**config.mk**
```make
export PLATFORM = sky130hd
export DESIGN_NAME = usb_tx_sequencer
export DESIGN_NICKNAME = d
export VERILOG_FILES = /design/src/rtl/usb_tx_sequencer.sv
export SDC_FILE = /design/constraint.sdc
export NUM_CORES = 1
export LEC_CHECK = 0
export ABC_CLOCK_PERIOD_IN_PS = 2700
export CORE_AREA = 2 2 39 41
export CTS_BUF_LIST = sky130_fd_sc_hd__clkbuf_4
export DETAILED_ROUTE_END_ITERATION = 12
export DIE_AREA = 0 0 41 43
export GPL_TIMING_DRIVEN = 0
export MAX_ROUTING_LAYER = met4
export PLACE_DENSITY = 0.82
export SYNTH_ARGS = -nofsm -noshare
export SYNTH_HDL_FRONTEND = slang
export SYNTH_SLANG_ARGS = --single-unit
```
**constraint.sdc**
```tcl
create_clock -name clk -period 2.7 [get_ports clk]
set_clock_uncertainty 0.05 [all_clocks]
set_input_delay 0.405 -clock clk [delete_from_list [all_inputs] [get_ports clk]]
set_output_delay 0.405 -clock clk [all_outputs]
set_load 0.1 [all_outputs]
```
**src/rtl/usb_tx_sequencer.sv**
```systemverilog
// usb_tx_sequencer
// Sequences one USB low/full-speed packet transmission ahead of an NRZI
// encoder: presets the encoder, emits the SYNC field, passes packet bits
// through with zero latency while inserting bit-stuff zeros, then drives
// the EOP (SE0 cycles followed by one J cycle).
//
// Ports
//   clk          in   clock, all state changes on the rising edge
//   rst_n        in   synchronous reset, active-high (1 = reset)
//   start        in   request one packet transmission (honoured in IDLE only)
//   pkt_bit      in   raw packet bit, LSB-first from the source
//   pkt_valid    in   pkt_bit / pkt_last are valid
//   pkt_last     in   marks the final packet bit
//   pkt_ready    out  sequencer accepts pkt_bit this cycle
//   nrzi_init    out  one-cycle pulse presetting the NRZI register to J
//   tx_bit       out  unencoded bit to the NRZI encoder
//   tx_bit_valid out  NRZI encoder advances this cycle
//   se0          out  drive SE0 on dp/dm
//   j_drive      out  drive J for the final EOP cycle
//   tx_active    out  high from INIT through EOP_J
//   done         out  one-cycle pulse at packet completion
//
// State table
//   state   | meaning
//   IDLE    | waiting for start, all outputs low
//   INIT    | preset downstream NRZI register
//   SYNC    | emit the 8 SYNC_PAT bits, bit 0 first
//   DATA    | pass accepted packet bits straight through
//   STUFF   | emit a stuffed 0 after STUFF_LEN consecutive 1s
//   EOP_SE0 | drive SE0 for SE0_CYC cycles
//   EOP_J   | drive J for one cycle, pulse done

module usb_tx_sequencer #(
   parameter logic [7:0] SYNC_PAT  = 8'b1000_0000,
   parameter int         STUFF_LEN = 6,
   parameter int         SE0_CYC   = 2
) (
   input  logic clk,
   input  logic rst_n,
   input  logic start,
   input  logic pkt_bit,
   input  logic pkt_valid,
   input  logic pkt_last,
   output logic pkt_ready,
   output logic nrzi_init,
   output logic tx_bit,
   output logic tx_bit_valid,
   output logic se0,
   output logic j_drive,
   output logic tx_active,
   output logic done
);

   localparam int ONES_W = $clog2(STUFF_LEN + 1);
   localparam int SE0_W  = (SE0_CYC > 1) ? $clog2(SE0_CYC) : 1;

   localparam logic [ONES_W-1:0] ONES_MAX  = ONES_W'(STUFF_LEN);
   localparam logic [ONES_W-1:0] ONES_PRE  = ONES_W'(STUFF_LEN - 1);
   localparam logic [SE0_W-1:0]  SE0_LOAD  = SE0_W'(SE0_CYC - 1);
   localparam logic [2:0]        SYNC_LAST = 3'd7;

   typedef enum logic [2:0] {
      IDLE    = 3'd0,
      INIT    = 3'd1,
      SYNC    = 3'd2,
      DATA    = 3'd3,
      STUFF   = 3'd4,
      EOP_SE0 = 3'd5,
      EOP_J   = 3'd6
   } state_t;

   state_t            state;
   state_t            state_nxt;
   logic [2:0]        sync_idx;
   logic [ONES_W-1:0] ones_cnt;
   logic [SE0_W-1:0]  se0_cnt;
   logic              last_q;
   logic              xfer;
   logic              stuff_due;

   always_ff @(posedge clk) begin
      if (rst_n) begin
         state    <= IDLE;
         sync_idx <= 3'd0;
         ones_cnt <= '0;
         se0_cnt  <= SE0_LOAD;
         last_q   <= 1'b0;
      end else begin
         state <= state_nxt;

         if (state == SYNC) begin
            sync_idx <= sync_idx + 3'd1;
         end else begin
            sync_idx <= 3'd0;
         end

         // Run length of emitted 1s; the SYNC bits count too, so the
         // final SYNC 1 contributes to the first stuff decision.
         if ((state == IDLE) || (state == INIT)) begin
            ones_cnt <= '0;
         end else if (tx_bit_valid) begin
            if (!tx_bit) begin
               ones_cnt <= '0;
            end else if (ones_cnt < ONES_MAX) begin
               ones_cnt <= ones_cnt + 1'b1;
            end
         end

         // SE0 down-counter: preloaded outside EOP_SE0, terminal count 0.
         if (state != EOP_SE0) begin
            se0_cnt <= SE0_LOAD;
         end else if (se0_cnt != '0) begin
            se0_cnt <= se0_cnt - 1'b1;
         end

         // Remembers that the last packet bit went out, so a trailing
         // stuff bit knows to continue into EOP.
         if (state == IDLE) begin
            last_q <= 1'b0;
         end else if (xfer && pkt_last) begin
            last_q <= 1'b1;
         end
      end
   end

   always_comb begin
      state_nxt    = state;
      pkt_ready    = 1'b0;
      nrzi_init    = 1'b0;
      tx_bit       = 1'b0;
      tx_bit_valid = 1'b0;
      se0          = 1'b0;
      j_drive      = 1'b0;
      done         = 1'b0;
      xfer         = 1'b0;
      stuff_due    = 1'b0;

      case (state)
         IDLE: begin
            if (start) begin
               state_nxt = INIT;
            end
         end

         INIT: begin
            nrzi_init = 1'b1;
            state_nxt = SYNC;
         end

         SYNC: begin
            tx_bit_valid = 1'b1;
            tx_bit       = SYNC_PAT[sync_idx];
            if (sync_idx == SYNC_LAST) begin
               state_nxt = DATA;
            end
         end

         DATA: begin
            pkt_ready = 1'b1;
            if (pkt_valid) begin
               xfer         = 1'b1;
               tx_bit       = pkt_bit;
               tx_bit_valid = 1'b1;
               stuff_due    = pkt_bit && (ones_cnt == ONES_PRE);
               if (stuff_due) begin
                  state_nxt = STUFF;
               end else if (pkt_last) begin
                  state_nxt = EOP_SE0;
               end
            end
         end

         STUFF: begin
            tx_bit       = 1'b0;
            tx_bit_valid = 1'b1;
            state_nxt    = last_q ? EOP_SE0 : DATA;
         end

         EOP_SE0: begin
            se0 = 1'b1;
            if (se0_cnt == '0) begin
               state_nxt = EOP_J;
            end
         end

         EOP_J: begin
            j_drive   = 1'b1;
            done      = 1'b1;
            state_nxt = IDLE;
         end

         default: begin
            state_nxt = IDLE;
         end
      endcase
   end

   assign tx_active = (state != IDLE);

endmodule

```
# Word-level counts from Yosys, hierarchy flattened
# Memories as Yosys holds them, arrays and structs flattened. A register that Yosys moved wholly into a read port is not among the register bits.
# Cells that the tools add are included.
# totals
register_bits	11
mem_bits_ro	8
inputBits	6
out_inout_bits	8
word_cells	61
n_memories	1
# mem_list
name	words	width	rd	rd_clocked_by_memory_dff	write_ports	line_no	source
(name not given)	8	1	1	1	0	152	tx_bit = SYNC_PAT[sync_idx];
# op_classes
n_addsub	3
magnitude_cmp	2
n_eq_ne	15
muxes	22
n_bitwise	1
reduce_logical	12
# op_table
operator	count
3-bit 2-to-1 mux	10
3-bit one-hot mux with 6 select lines	1
3-bit equality test (second input constant)	5
2-bit OR reduction	5
1-bit 2-to-1 mux	9
3-bit by 1-bit adder with 3-bit output (second input constant)	2
3-bit by 2-bit equality test with 1-bit output (second input constant)	2
2-bit inequality test (second input constant)	3
3-bit inequality test (second input constant)	2
5-bit AND reduction	1
3-bit by 4-bit less-than comparator with 1-bit output (second input constant)	1
2-bit by 1-bit inequality test with 1-bit output (second input constant)	2
1-bit one-hot mux with 2 select lines	2
3-bit by 1-bit equality test with 1-bit output (second input constant)	1
3-bit logical NOT	1
3-bit less-than comparator (second input constant)	1
3-bit nonzero test	1
1-bit logical AND	2
2-bit AND reduction	1
1-bit logical OR	1
1-bit inverter	1
1-bit subtractor (second input constant)	1

# Logic depth before layout (Yosys ltp)
# Gate-level depths: netlist of run 1.
# logic_depth
ltp_word	5
depth_mapped	6
depth_no_buf	6

# Least setup slack after synthesis of run 1
# Ideal clock, no wire load.
# synth_timing
path_kind	reg-to-output
start	register state[0]
end	output port nrzi_init
arrival_time_ns	2.833
t_required_ns	2.245
setup_slack_ns	-0.588
stages_incl_launch_ff	4
n_path_buf	2
cell_sequence	dfxtp_1 -> buf_6 -> buf_2 -> nor3b_1
# synth_between
elab_chain_len	2
# synth_lines
item	line_no	source
start: declaration	72	state_t state;
start signal: assignment	89	state <= state_nxt;
3-bit by 1-bit equality test with 1-bit output	138	case (state)
1-bit 2-to-1 mux	138	
end: declaration	45	output logic nrzi_init,
# Every way passes these cells.

# Final worst setup path of run 1
# layout_timing
start	input port pkt_valid
end	output port tx_bit_valid
# layout_between
elab_chain_len	2
# layout_lines
item	line_no	source
start: declaration	42	input logic pkt_valid,
1-bit 2-to-1 mux	160	if (pkt_valid) begin
1-bit one-hot mux with 2 select lines	138	
end: declaration	47	output logic tx_bit_valid,
# Every way passes these cells.

==> results.yml, run 1 <==
clocking:
  cts_buffer_depth: 2
  cts_tree: "yes"
  clk_pin_slew_ns: 0.08
  cts_buffers: 3
  cts_root_buf: "clkbuf_4"
  htree_levels: 1
  clkLatencyLatePin_ns: 0.28
  cts_setup_buffers: 0
  cts.sinks: 12
setup_path:
  critPathRequiredTime_ns: 2.25
  worstSetupPathType: "in2out"
  timing.rr.start: "sync_idx[0]"
  rrSetupSlack_ns: 1.07
  critPathCaptureType: "output pin"
  timing.rr.end: "state[1]"
  crit_fanout: 6
  cp.arrival_ns: 2.19
  reg2reg_depth: 6
  cp-start-kind: "input port"
drt:
  drt-pass1-iter-count: 4
  routed_via_density: 5.48
  wl_per_cell_microns: 12.4
  postRouteAntennaNets: 0
  wirelength_mm: 1.42
  drc: 0
  drtIter0Drc: 7
  via_count: 625
yosys:
  ys_ff_latch: 12
  async_flop_share_pct: 0
  synth-seq-area-share_pct: 33.9
  syn_area_sq_um: 708
  synth_nets: 91
  syn_inst: 81
  synth_edf_count: 0
  synth.distinct_cells: 34
  yosys_warnings: 0
  synth.avg_cell_area_sq_um: 8.74
  ys.flop_type: "dfxtp_1"
power_and_ir_drop:
  leakage_uw: 0.000411
  power_density_mw_per_mm2: 541
  total_power_uw: 479
  vdd.ir_drop.worst_uv: 350
layout:
  antenna_cells: 0
  final_util_pct: 63.9
  nNetsFinal: 109
  layout_common_cells: "12 x dfxtp_1, 8 x nand2_1, 7 x a21oi_1, 6 x clkdlybuf4s50_1, 5 x inv_1"
  final_common_cell: "dfxtp_1"
  layout-drive-gt1-share_pct: 19.4
  area_growth_syn_to_layout_pct: 24.9
floorplan:
  die_area_sq_mm: 0.00176
  die_h_microns: 43
  die-width_microns: 41
  initial_core_util_pct: 51.2
  rows: 14
  core_area_sq_mm: 0.00138
  pin_count: 14
sta:
  tightest_slew_ns: 0.962
  rsz0062_at_grt: "no"
  slew_headroom_pct: 35.7
  fin_ws_ns: 0.0530
  drv_slew: 0
  hold_violations: 0
  period_minus_slack_ns: 2.65
  setup_violations: 0
  timing.hold.ws_ns: 0.405
  fmax_mhz: 378
  period_share_pct: 98.0
global_route:
  antenna_found_initial: 0
  grt_first_pass_wirelength_mm: 2.39
  grt_pass1_vias: 565
  grt_max_degree: 11
  grt_usage_pct: 20.6
  grt_overflow_total: 0
hold_path:
  hold_path_class: "reg2reg"
  hold_path_depth: 1
  whs_endpoint: "sync_idx[0]"
  hold_start: "sync_idx[0]"
placement:
  io_buffers: 13
  dp_hpwl_mm: 1.10
  gp_congestion: 0.806
  place_ws_ns: -0.255
run:
  drv_cap: 0
status:
  status: "complete, no violations"
==> metal layers <==
| metal | up-vias | track usage [%] | routed length [microns] |
|---|---|---|---|
| li1 | 320 | - | - |
| met1 | 288 | 25.5 | 667 |
| met2 | 14 | 30.3 | 671 |
| met3 | 3 | 4.71 | 54 |
| met4 | 0 | 10.0 | 24 |
| met5 | - | - | 0 |
==> through the flow <==
| stage | cells | setup TNS, ns | area [sq um] |
|---|---|---|---|
| global placement | 110 | -0.493 | 866 |
| finish | 114 | 0 | 885 |
| CTS | 114 | 0 | 885 |
| global route | 114 | 0 | 885 |
| floorplan | 81 | 0 | 716 |
| detailed placement | 110 | -0.497 | 866 |
==> Yosys cell counts (2+ instances only) <==
library cell | n | area share, %
and2_1 | 2 | 1.8
nand2b_1 | 3 | 2.7
nand3_1 | 4 | 2.8
inv_1 | 5 | 2.7
nand2_1 | 8 | 4.2
nor3_1 | 3 | 2.1
o21ai_0 | 2 | 1.4
dfxtp_1 | 12 | 34
a21oi_1 | 7 | 4.9
ha_1 | 4 | 7.1
and3b_1 | 2 | 2.5
buf_6 | 3 | 4.8
nor2_1 | 5 | 2.7
==> worst max path at each step <==
stage / from / end / depth (start not counted)
global route: pkt_valid / tx_bit_valid / 5
CTS: pkt_valid / tx_bit / 4
floorplan: state[0] / j_drive / 4
global placement: pkt_valid / tx_bit / 4
detailed placement: pkt_valid / tx_bit / 4
finish: pkt_valid / tx_bit_valid / 5
==> state kept, by name, summed over array words and instances, names as in the netlist, named ones only <==
name      count
se0_cnt       1
ones_cnt      3
sync_idx      3
last_q        1
state         3
==> critical path, stage by stage <==
cell             delay, ns
clkdlybuf4s50_1       0.59
nor2b_1               0.08
o22a_2                0.24
inv_2                 0.06
clkdlybuf4s15_1       0.81
==> cell type report <==
| class | instances | area [sq um] |
|---|---|---|
| Buffer | 5 | 46.3 |
| Clock buffer | 3 | 22.5 |
| Clock inverter | 1 | 3.75 |
| Fill cell | 124 | 499 |
| Inverter | 6 | 22.5 |
| Multi-Input combinational cell | 58 | 407 |
| Sequential cell | 12 | 240 |
| Tap cell | 16 | 20.0 |
| Timing Repair Buffer | 13 | 123 |
==> what timing repair did <==
action | in CTS | in global routing
gates resized for setup | 6 | 4
cloned | 0 | 0
pin swaps | 0 | 0
hold buffers | 0 | 0
endpoints found under the setup margin | 6 | 3
==> kinds of logic (layout without fill, tap and decap cells) <==
group / Yosys count / in the layout / synth area share, %
compound gates: 20 / 20 / 23.1
mux: 1 / 1 / 1.41
flops: 12 / 12 / 33.9
buf+inv: 11 / 28 / 9.72
fa+ha+maj: 4 / 4 / 7.07
simple gates: 33 / 33 / 24.7
==> power by group <==
part           internal [uW]  switching [uW]  leakage [uW]
sequential               183            4.06     0.0000972
clock                   53.6            62.2     0.0000154
combinational           55.5             121      0.000298
total                    292             187      0.000411
Power figures use the tool's default switching activity.
==> run 2: changes to the inputs <==
--- a/config.mk
+++ b/config.mk
@@ -8,6 +8,7 @@
 export ABC_CLOCK_PERIOD_IN_PS = 2700
 export CORE_AREA = 2 2 39 41
 export CTS_BUF_LIST = sky130_fd_sc_hd__clkbuf_4
+export CTS_CLUSTER_DIAMETER = 80
 export DETAILED_ROUTE_END_ITERATION = 12
 export DIE_AREA = 0 0 41 43
 export GPL_TIMING_DRIVEN = 0
==> results of run 2 <==
Same layout as run 1: the final DEF is identical, and so are final timing and power.
==> run 3: changes to the inputs <==
--- a/config.mk
+++ b/config.mk
@@ -6,6 +6,7 @@
 export NUM_CORES = 1
 export LEC_CHECK = 0
 export ABC_CLOCK_PERIOD_IN_PS = 2700
+export CAP_MARGIN = 20
 export CORE_AREA = 2 2 39 41
 export CTS_BUF_LIST = sky130_fd_sc_hd__clkbuf_4
 export CTS_CLUSTER_DIAMETER = 80
==> results of run 3 <==
Same layout as run 1: the final DEF is identical, and so are final timing and power.
